==> src/rtl/div_bcd_pkg.sv <==
// div_bcd_pkg
// Shared types and constants for the divider-result BCD converter.
//   state_t      : converter FSM states (IDLE, CONV, DONE), 2-bit encoded
//   bcd_digits() : BCD digit count needed to hold any unsigned value of 'width' bits
//   BCD_ADD3_THR : nibble value at or above which double-dabble adds 3
package div_bcd_pkg;

    typedef enum logic [1:0] {
        IDLE = 2'd0,
        CONV = 2'd1,
        DONE = 2'd2
    } state_t;

    localparam int BCD_ADD3_THR = 5;

    // Every 3 binary bits need at most one decimal digit (2^3 < 10),
    // rounded up.
    function automatic int bcd_digits(input int width);
        return (width + 2) / 3;
    endfunction

endpackage

==> src/rtl/bcd_dabble_step.sv <==
// bcd_dabble_step
// One combinational double-dabble iteration for a single operand.
//   bcd_acc_i : current BCD accumulator (4*DIGITS bits, digit 0 in [3:0])
//   bin_sr_i  : remaining binary shift register (WIDTH bits, MSB shifts out first)
//   bcd_acc_o : accumulator after the add-3 correction and a 1-bit left shift
//   bin_sr_o  : binary shift register after the same 1-bit left shift
module bcd_dabble_step
    import div_bcd_pkg::*;
#(
    parameter int WIDTH  = 8,
    parameter int DIGITS = 3
) (
    input  logic [4*DIGITS-1:0] bcd_acc_i,
    input  logic [WIDTH-1:0]    bin_sr_i,
    output logic [4*DIGITS-1:0] bcd_acc_o,
    output logic [WIDTH-1:0]    bin_sr_o
);

    localparam logic [3:0] THR = 4'(BCD_ADD3_THR);

    // A nibble >= 5 would become >= 10 after doubling; adding 3 first makes
    // the shift carry into the next digit exactly as decimal doubling would.
    function automatic logic [3:0] add3(input logic [3:0] nib);
        return (nib >= THR) ? nib + 4'd3 : nib;
    endfunction

    logic [4*DIGITS-1:0]       acc_corr;
    logic [4*DIGITS+WIDTH-1:0] joined;

    always_comb begin
        acc_corr = '0;
        for (int k = 0; k < DIGITS; k++) begin
            acc_corr[4*k +: 4] = add3(bcd_acc_i[4*k +: 4]);
        end
        // Shifting the concatenation keeps this valid for WIDTH = 1.
        joined    = {acc_corr, bin_sr_i} << 1;
        bcd_acc_o = joined[4*DIGITS+WIDTH-1 -: 4*DIGITS];
        bin_sr_o  = joined[WIDTH-1:0];
    end

endmodule

==> src/rtl/div_bcd_conv.sv <==
// div_bcd_conv
// Converts the restoring divider's quotient and remainder to packed BCD,
// both operands in parallel, one double-dabble bit per clock.
//   clk      : rising-edge clock
//   rst      : synchronous active-high reset; aborts any conversion in flight
//   valid_in : capture strobe (divider done); accepted in IDLE or DONE
//   Q, R     : unsigned quotient / remainder, WIDTH bits each
//   busy     : high while converting (WIDTH cycles)
//   q_bcd    : quotient BCD, digit k in [4k+3:4k], k=0 units
//   r_bcd    : remainder BCD, same packing
//   done     : one-cycle pulse; q_bcd/r_bcd valid from this cycle and held
//   lost     : one-cycle pulse when valid_in arrives while busy (dropped)
module div_bcd_conv
    import div_bcd_pkg::*;
#(
    parameter  int WIDTH  = 8,
    localparam int DIGITS = bcd_digits(WIDTH)
) (
    input  logic                clk,
    input  logic                rst,
    input  logic                valid_in,
    input  logic [WIDTH-1:0]    Q,
    input  logic [WIDTH-1:0]    R,
    output logic                busy,
    output logic [4*DIGITS-1:0] q_bcd,
    output logic [4*DIGITS-1:0] r_bcd,
    output logic                done,
    output logic                lost
);

    localparam int              CNT_W    = $clog2(WIDTH + 1);
    localparam logic [CNT_W-1:0] CNT_LAST = CNT_W'(WIDTH - 1);
    localparam logic [CNT_W-1:0] CNT_ONE  = CNT_W'(1);

    state_t state, state_nxt;

    logic [CNT_W-1:0]    cnt;
    logic [WIDTH-1:0]    q_sr, r_sr, q_sr_nxt, r_sr_nxt;
    logic [4*DIGITS-1:0] q_acc, r_acc, q_acc_nxt, r_acc_nxt;

    logic accept;
    logic finish;

    // A new capture is taken in IDLE and also in DONE for back-to-back use.
    assign accept = valid_in && ((state == IDLE) || (state == DONE));
    // The final shift happens on the same edge that enters DONE.
    assign finish = (state == CONV) && (cnt == CNT_LAST);

    bcd_dabble_step #(
        .WIDTH  (WIDTH),
        .DIGITS (DIGITS)
    ) u_step_q (
        .bcd_acc_i (q_acc),
        .bin_sr_i  (q_sr),
        .bcd_acc_o (q_acc_nxt),
        .bin_sr_o  (q_sr_nxt)
    );

    bcd_dabble_step #(
        .WIDTH  (WIDTH),
        .DIGITS (DIGITS)
    ) u_step_r (
        .bcd_acc_i (r_acc),
        .bin_sr_i  (r_sr),
        .bcd_acc_o (r_acc_nxt),
        .bin_sr_o  (r_sr_nxt)
    );

    // State register
    always_ff @(posedge clk) begin
        if (rst) begin
            state <= IDLE;
        end else begin
            state <= state_nxt;
        end
    end

    // Next-state logic
    always_comb begin
        state_nxt = state;
        case (state)
            IDLE:    state_nxt = valid_in ? CONV : IDLE;
            CONV:    state_nxt = (cnt == CNT_LAST) ? DONE : CONV;
            DONE:    state_nxt = valid_in ? CONV : IDLE;
            default: state_nxt = IDLE;
        endcase
    end

    // Output logic
    always_comb begin
        busy = (state == CONV);
        done = (state == DONE);
        // Only possible in CONV, so it can never coincide with done.
        lost = (state == CONV) && valid_in;
    end

    // Bit counter
    always_ff @(posedge clk) begin
        if (rst) begin
            cnt <= '0;
        end else if (accept) begin
            cnt <= '0;
        end else if (state == CONV) begin
            cnt <= cnt + CNT_ONE;
        end
    end

    // Working registers: no reset needed, they are always reloaded on capture.
    always_ff @(posedge clk) begin
        if (accept) begin
            q_sr  <= Q;
            r_sr  <= R;
            q_acc <= '0;
            r_acc <= '0;
        end else if (state == CONV) begin
            q_sr  <= q_sr_nxt;
            r_sr  <= r_sr_nxt;
            q_acc <= q_acc_nxt;
            r_acc <= r_acc_nxt;
        end
    end

    // Result registers: updated only on the final shift, so intermediate
    // accumulator values never appear on the outputs.
    always_ff @(posedge clk) begin
        if (rst) begin
            q_bcd <= '0;
            r_bcd <= '0;
        end else if (finish) begin
            q_bcd <= q_acc_nxt;
            r_bcd <= r_acc_nxt;
        end
    end

endmodule

==> config.mk <==
export PLATFORM = sky130hd
export DESIGN_NAME = div_bcd_conv
export DESIGN_NICKNAME = d
export VERILOG_FILES = /design/src/rtl/div_bcd_pkg.sv /design/src/rtl/bcd_dabble_step.sv /design/src/rtl/div_bcd_conv.sv
export SDC_FILE = /design/constraint.sdc
export NUM_CORES = 1
export LEC_CHECK = 0
export CORE_UTILIZATION = 40
export DETAILED_ROUTE_END_ITERATION = 16
export MAX_ROUTING_LAYER = met4
export PLACE_DENSITY = 0.69
export REMOVE_ABC_BUFFERS = 1
export SKIP_CTS_REPAIR_TIMING = 1
export SYNTH_ARGS = -nofsm -noshare
export SYNTH_HDL_FRONTEND = slang
export SYNTH_HIERARCHICAL = 1
export SYNTH_SLANG_ARGS = --single-unit
==> constraint.sdc <==
create_clock -name clk -period 2.1 [get_ports clk]
set_input_delay 0.42 -clock clk [delete_from_list [all_inputs] [get_ports clk]]
set_output_delay 0.42 -clock clk [all_outputs]
set_load 0.01 [all_outputs]
# After elaboration in Yosys (flattened, before gate mapping)

Index checks and enable logic that the tools add are counted.

Logic and storage cells: 45
Input port bits: 19
Output and inout port bits: 27
Bits in writable memories: 0
Memories kept: 0
Bits in read-only memories: 0
Latch bits: 0
Register bits after elaboration: 70

Divide/modulo/power cells: 0
Equality and inequality tests: 3
Order comparisons: 6
Multipliers: 0
Reduce and logical (&&, ||, !) cells: 8
Bitwise operators: 0
Shift-type cells: 0
Muxes and demuxes: 13
Add/sub/neg operators: 7

Operator list:

| cell                                                               | number |
|---|---|
| 2-to-1 mux 8 bit                                                   | 4 |
| greater-or-equal comparator 4 x 3 -> 1 bit (second input constant) | 6 |
| adder 4 x 2 -> 4 bit (second input constant)                       | 4 |
| 2-to-1 mux 4 bit                                                   | 4 |
| adder 3 x 2 -> 3 bit (second input constant)                       | 2 |
| 2-to-1 mux 3 bit                                                   | 2 |
| adder 4 x 1 -> 4 bit (second input constant)                       | 1 |
| == test 4 x 3 -> 1 bit (second input constant)                     | 1 |
| case mux 2 bit (2 select lines)                                    | 1 |
| OR reduction 2 bit                                                 | 2 |
| logical AND 1 bit                                                  | 3 |
| == test 2 x 1 -> 1 bit (second input constant)                     | 1 |
| == test 2 bit (second input constant)                              | 1 |
| logical NOT 2 bit                                                  | 1 |
| 2-to-1 mux 2 bit                                                   | 1 |
| nonzero test 2 bit                                                 | 1 |
| logical OR 1 bit                                                   | 1 |
| 2-to-1 mux 1 bit                                                   | 1 |

# Depth between registers and ports, before layout

Depth after elaboration: 4
Gate-level depth with buffers: 6
Depth with buffers taken out: 6

# By module

Netlist, hierarchy kept.

Modules (own cells, without submodules):

| module          | area an instance (sq um) | cells each | times used | sequential area each (sq um) |
|---|---|---|---|---|
| div_bcd_conv    | 2509.9                   | 210        | 1          | 1561.5 |
| bcd_dabble_step | 355.3                    | 54         | 2          | 0.0 |

# Worst setup path after synthesis

No wires, ideal clock.

Path type: flip-flop to output port
Start point: reg state[1]
End point: out lost
Required time: 1680 ps
Setup slack: 604 ps
Stages on the path, launching flop included: 5
Buffers on the path: 2
Arrival: 1076 ps
Cells stage by stage: dfxtp_1 > and2b_4 > buf_6 > buf_2 > and2_1

Longest elaborated chain between the ends: 2

RTL lines:

| item                   | line               | text |
|---|---|---|
| from (decl)            | div_bcd_conv.sv:35 | `state_t state, state_nxt;` |
| from (signal assigned) | div_bcd_conv.sv:74 | `state <= state_nxt;` |
| == test 2 x 1 -> 1 bit | -                  |  |
| via busy               | div_bcd_conv.sv:24 | `output logic busy,` |
| logical AND 1 bit      | div_bcd_conv.sv:94 | `lost = (state == CONV) && valid_in;` |
| to (decl)              | div_bcd_conv.sv:28 | `output logic lost` |

The timed path passes the listed nets, and every way through them passes these cells.

# Final worst setup path

Start point: reg state[1]
End point: out lost

Longest elaborated chain between the ends: 2

RTL lines:

| item                   | line |
|---|---|
| == test 2 x 1 -> 1 bit | div_bcd_conv.sv:94 |
| logical AND 1 bit      | div_bcd_conv.sv:94 |

Every way passes these cells.

==> impl_results.md <==
* Synth Area in Adders at 0.0505
* Clock root buffer: clkbuf_8
* Core region area at 7770 µm²
* Largest cells by area after synthesis: dfxtp_1, edfxtp_1, nand2_1, a32o_1, a22o_1
* Iteration-0 DRC Markers at 86
* Area share of the largest cell type after synthesis at 0.336
* TritonCTS clock tree: done
* Mux cell area share after synthesis at 0.0249
* Fill cell count at 735
* PnR worst setup slack at 0.0900 ns
* Max-Cap Viols at 0
* Pwr dens at around 750 nW/µm²
* Total GRT Usage at 0.158
* Worst EP required at 1.68 ns
* # port buffers at 45
* Placed Instances at about 440
* Yosys reg bits at 70
* Hold WS at 0.466 ns
* Sequential fraction of the synthesis area at 0.485
* Tmin final at 2.01 ns
* Avg Inst Size Synth at slightly above 10 µm²
* Number of CTS-inserted buffers at 9
* Crit path capture type: output pin
* Slew Limit Fails at 0
* Row cnt at 32
* Leakage power at 1.55 nW
* Fin cells at 456
* I/O pin total at 46
* Final Util at 0.491
* Initial Utilization at 0.415
* Area grow syn2layout at 18.5%
* Area of the multi-input gates at 1360 µm²
* Largest net degree at the start of global routing at 30
* Post-synthesis compound-gate area fraction at 0.179
* Initial antenna violation count at 0
* Crit-path cells: and2b_4 > and2_1 > clkdlybuf4s50_1
* GRT busiest layer: met2
* Detail Placement HPWL at 3980 µm
* Avg WL per Cell at 13.0 µm
* Kind of critical path: flop to output pin
* Status: complete, no violations
* Slew headroom at 0.572
* Die width at 91.7 µm
* GP Congestion at about 0.8
* Pre-antenna DRT Iters at 4
* Met3 usage at 0.0647
* First-pass GRT wire length at 10,100 µm
* Met2 usage at 0.256
* Hold Fails Final Rpt at 0
* DP Worst Slack at about 0.12 ns
* Largest family of logic cells by synthesized area: compound AO/OA/AOI/OAI gates
* Simple-Gate Fraction of Synth Area at 0.145
* Worst path max stage delay at between 0.5 and 0.6 ns
* Antenna-violating nets left at 0
* FMAX at 498 MHz
* Post-Synthesis Cell Area at 3220 µm²
* RSZ-0062 raised after global routing: no
* CP max stage cell: clkdlybuf4s50_1
* Synth area leader: dfxtp_1
* Setup Skew at 0.00866 ns
* Reg2Reg Setup Slack at 0.36 ns
* Clock Sinks at 70
* Clk_lat worst skew at roughly 0.35 ns
* Worst slew pin tran at 0.641 ns
* Ys Warns at 6
* Startpoint Class: flop
* H-tree depth at 3
* Share of layout cells above drive strength 1 at 0.107
* Unique masters post-synth at 30
* Die H at about 92 µm
* DRC at 0
* Vias at approximately 2,300
* Die ar. at 8410 µm²
* Nets at approximately 380
* Final period utilization at 0.957
* Hold Crit Class: flop to flop
* Xor-xnor portion of the synthesized cell area at 0.0218
* M1 GR Usage at 0.176
* Final setup viols at 0
* FF/Latch Area at approximately 1600 µm²
* WP data arrival at 1.59 ns
* Final WL at 5930 µm
* Antenna diode count at 0
* Total gr overflow at 0
* Vias/cell at between 4 and 5
* Crit path max fanout at 4
* Mapped Cells at 318
* CTS max path bufs at 2
* Worst vdd ir at 0.540 mV
* CTS clk-pin slew, worst paths at approximately 0.07 ns
* Vias in the first global route at 2,200
## cells in the mapped netlist, drive strengths merged
cell type and n:
nand3b 2, nand3 2, dfxtp 54, nand2 71, conb 2, xnor2 7
nand2b 11, a22o 24, ha 13, and2 2, o21ai 8, a32o 24
nor2b 2, a41oi 1, edfxtp 16, nor2 12, xor2 1, and2b 1
inv 15, mux2i 8, nand4 1, a21oi 7, buf 34
## layer usage
metal	vias to the layer above	part of all wire
met2	53	0.48
li1	1151	-
met5	-	0
met3	7	0.057
met1	1045	0.45
met4	0	0.011
## final cells by class
| class | instances | area share |
|---|---|---|
| repair buffers | 54 | 0.142 |
| clock buffers | 9 | 0.0325 |
| multi-input cells | 199 | 0.357 |
| inverters | 15 | 0.0148 |
| flip-flops and latches | 70 | 0.410 |
| clock inverters | 7 | 0.0108 |
| well taps | 102 | 0.0334 |
## metrics by stage
step | instance area (µm²) | TNS (ns) | total power, mW
finish | 3820 | 0 | 2.87
global route | 3820 | 0 | 3.02
CTS | 3790 | -0.0450 | 2.90
detailed placement | 3620 | 0 | 1.97
global placement | 3620 | 0 | 1.95
floorplan | 2980 | 0 | 1.82
## final timing paths
path                  from        to  cells after the start
setup / recovery  state[1]      lost                      3
hold / removal    q_bcd[7]  q_bcd[7]                      1
setup reg to reg  state[1]    cnt[1]                      6
hold reg to reg   q_bcd[7]  q_bcd[7]                      1
## sequential cells by signal, summed over array words and instances, names as in the netlist
| name | count |
|---|---|
| r_bcd | 12 |
| r_sr | 8 |
| q_sr | 8 |
| r_acc | 12 |
| q_bcd | 12 |
| state | 2 |
| cnt | 4 |
| q_acc | 12 |
## power breakdown
| group | switching, mW | internal [mW] |
|---|---|---|
| Clock | 0.508 | 0.419 |
| Sequential | 0.0577 | 1.47 |
| Combinational | 0.233 | 0.185 |
## placed cells by master (no fill, tap or decap), types with 2 or more instances in the layout
master           Yosys  routed
a21oi_2              6       6
a22o_1              24      24
a32o_1              24      24
and2_1               2       2
buf_12               0       2
buf_4               21       7
clkbuf_8             0       9
clkdlybuf4s50_1      0      45
clkinv_2             0       5
conb_1               2       2
dfxtp_1             54      53
edfxtp_1            16      16
ha_1                13      13
inv_1               14      14
mux2i_1              8       8
nand2_1             71      71
nand2b_1            11      11
nand3_1              2       2
nor2_1              10      10
nor2_4               2       2
nor2b_1              2       2
o21ai_0              4       4
o21ai_1              4       4
xnor2_1              7       7
## critical path: cells and delay by family (launching register included)
kind | cells | cell delay (ns)
flops | 1 | 0.31
buf+inv | 1 | 0.53
simple gates | 2 | 0.41
## kinds of logic after synthesis
logic type	count (synthesis)
mux	8
compound gates	64
xor+xnor	8
flops	70
fa+ha+maj	13
other cells	2
buf+inv	49
simple gates	104
(Power assumes the default switching activity.)
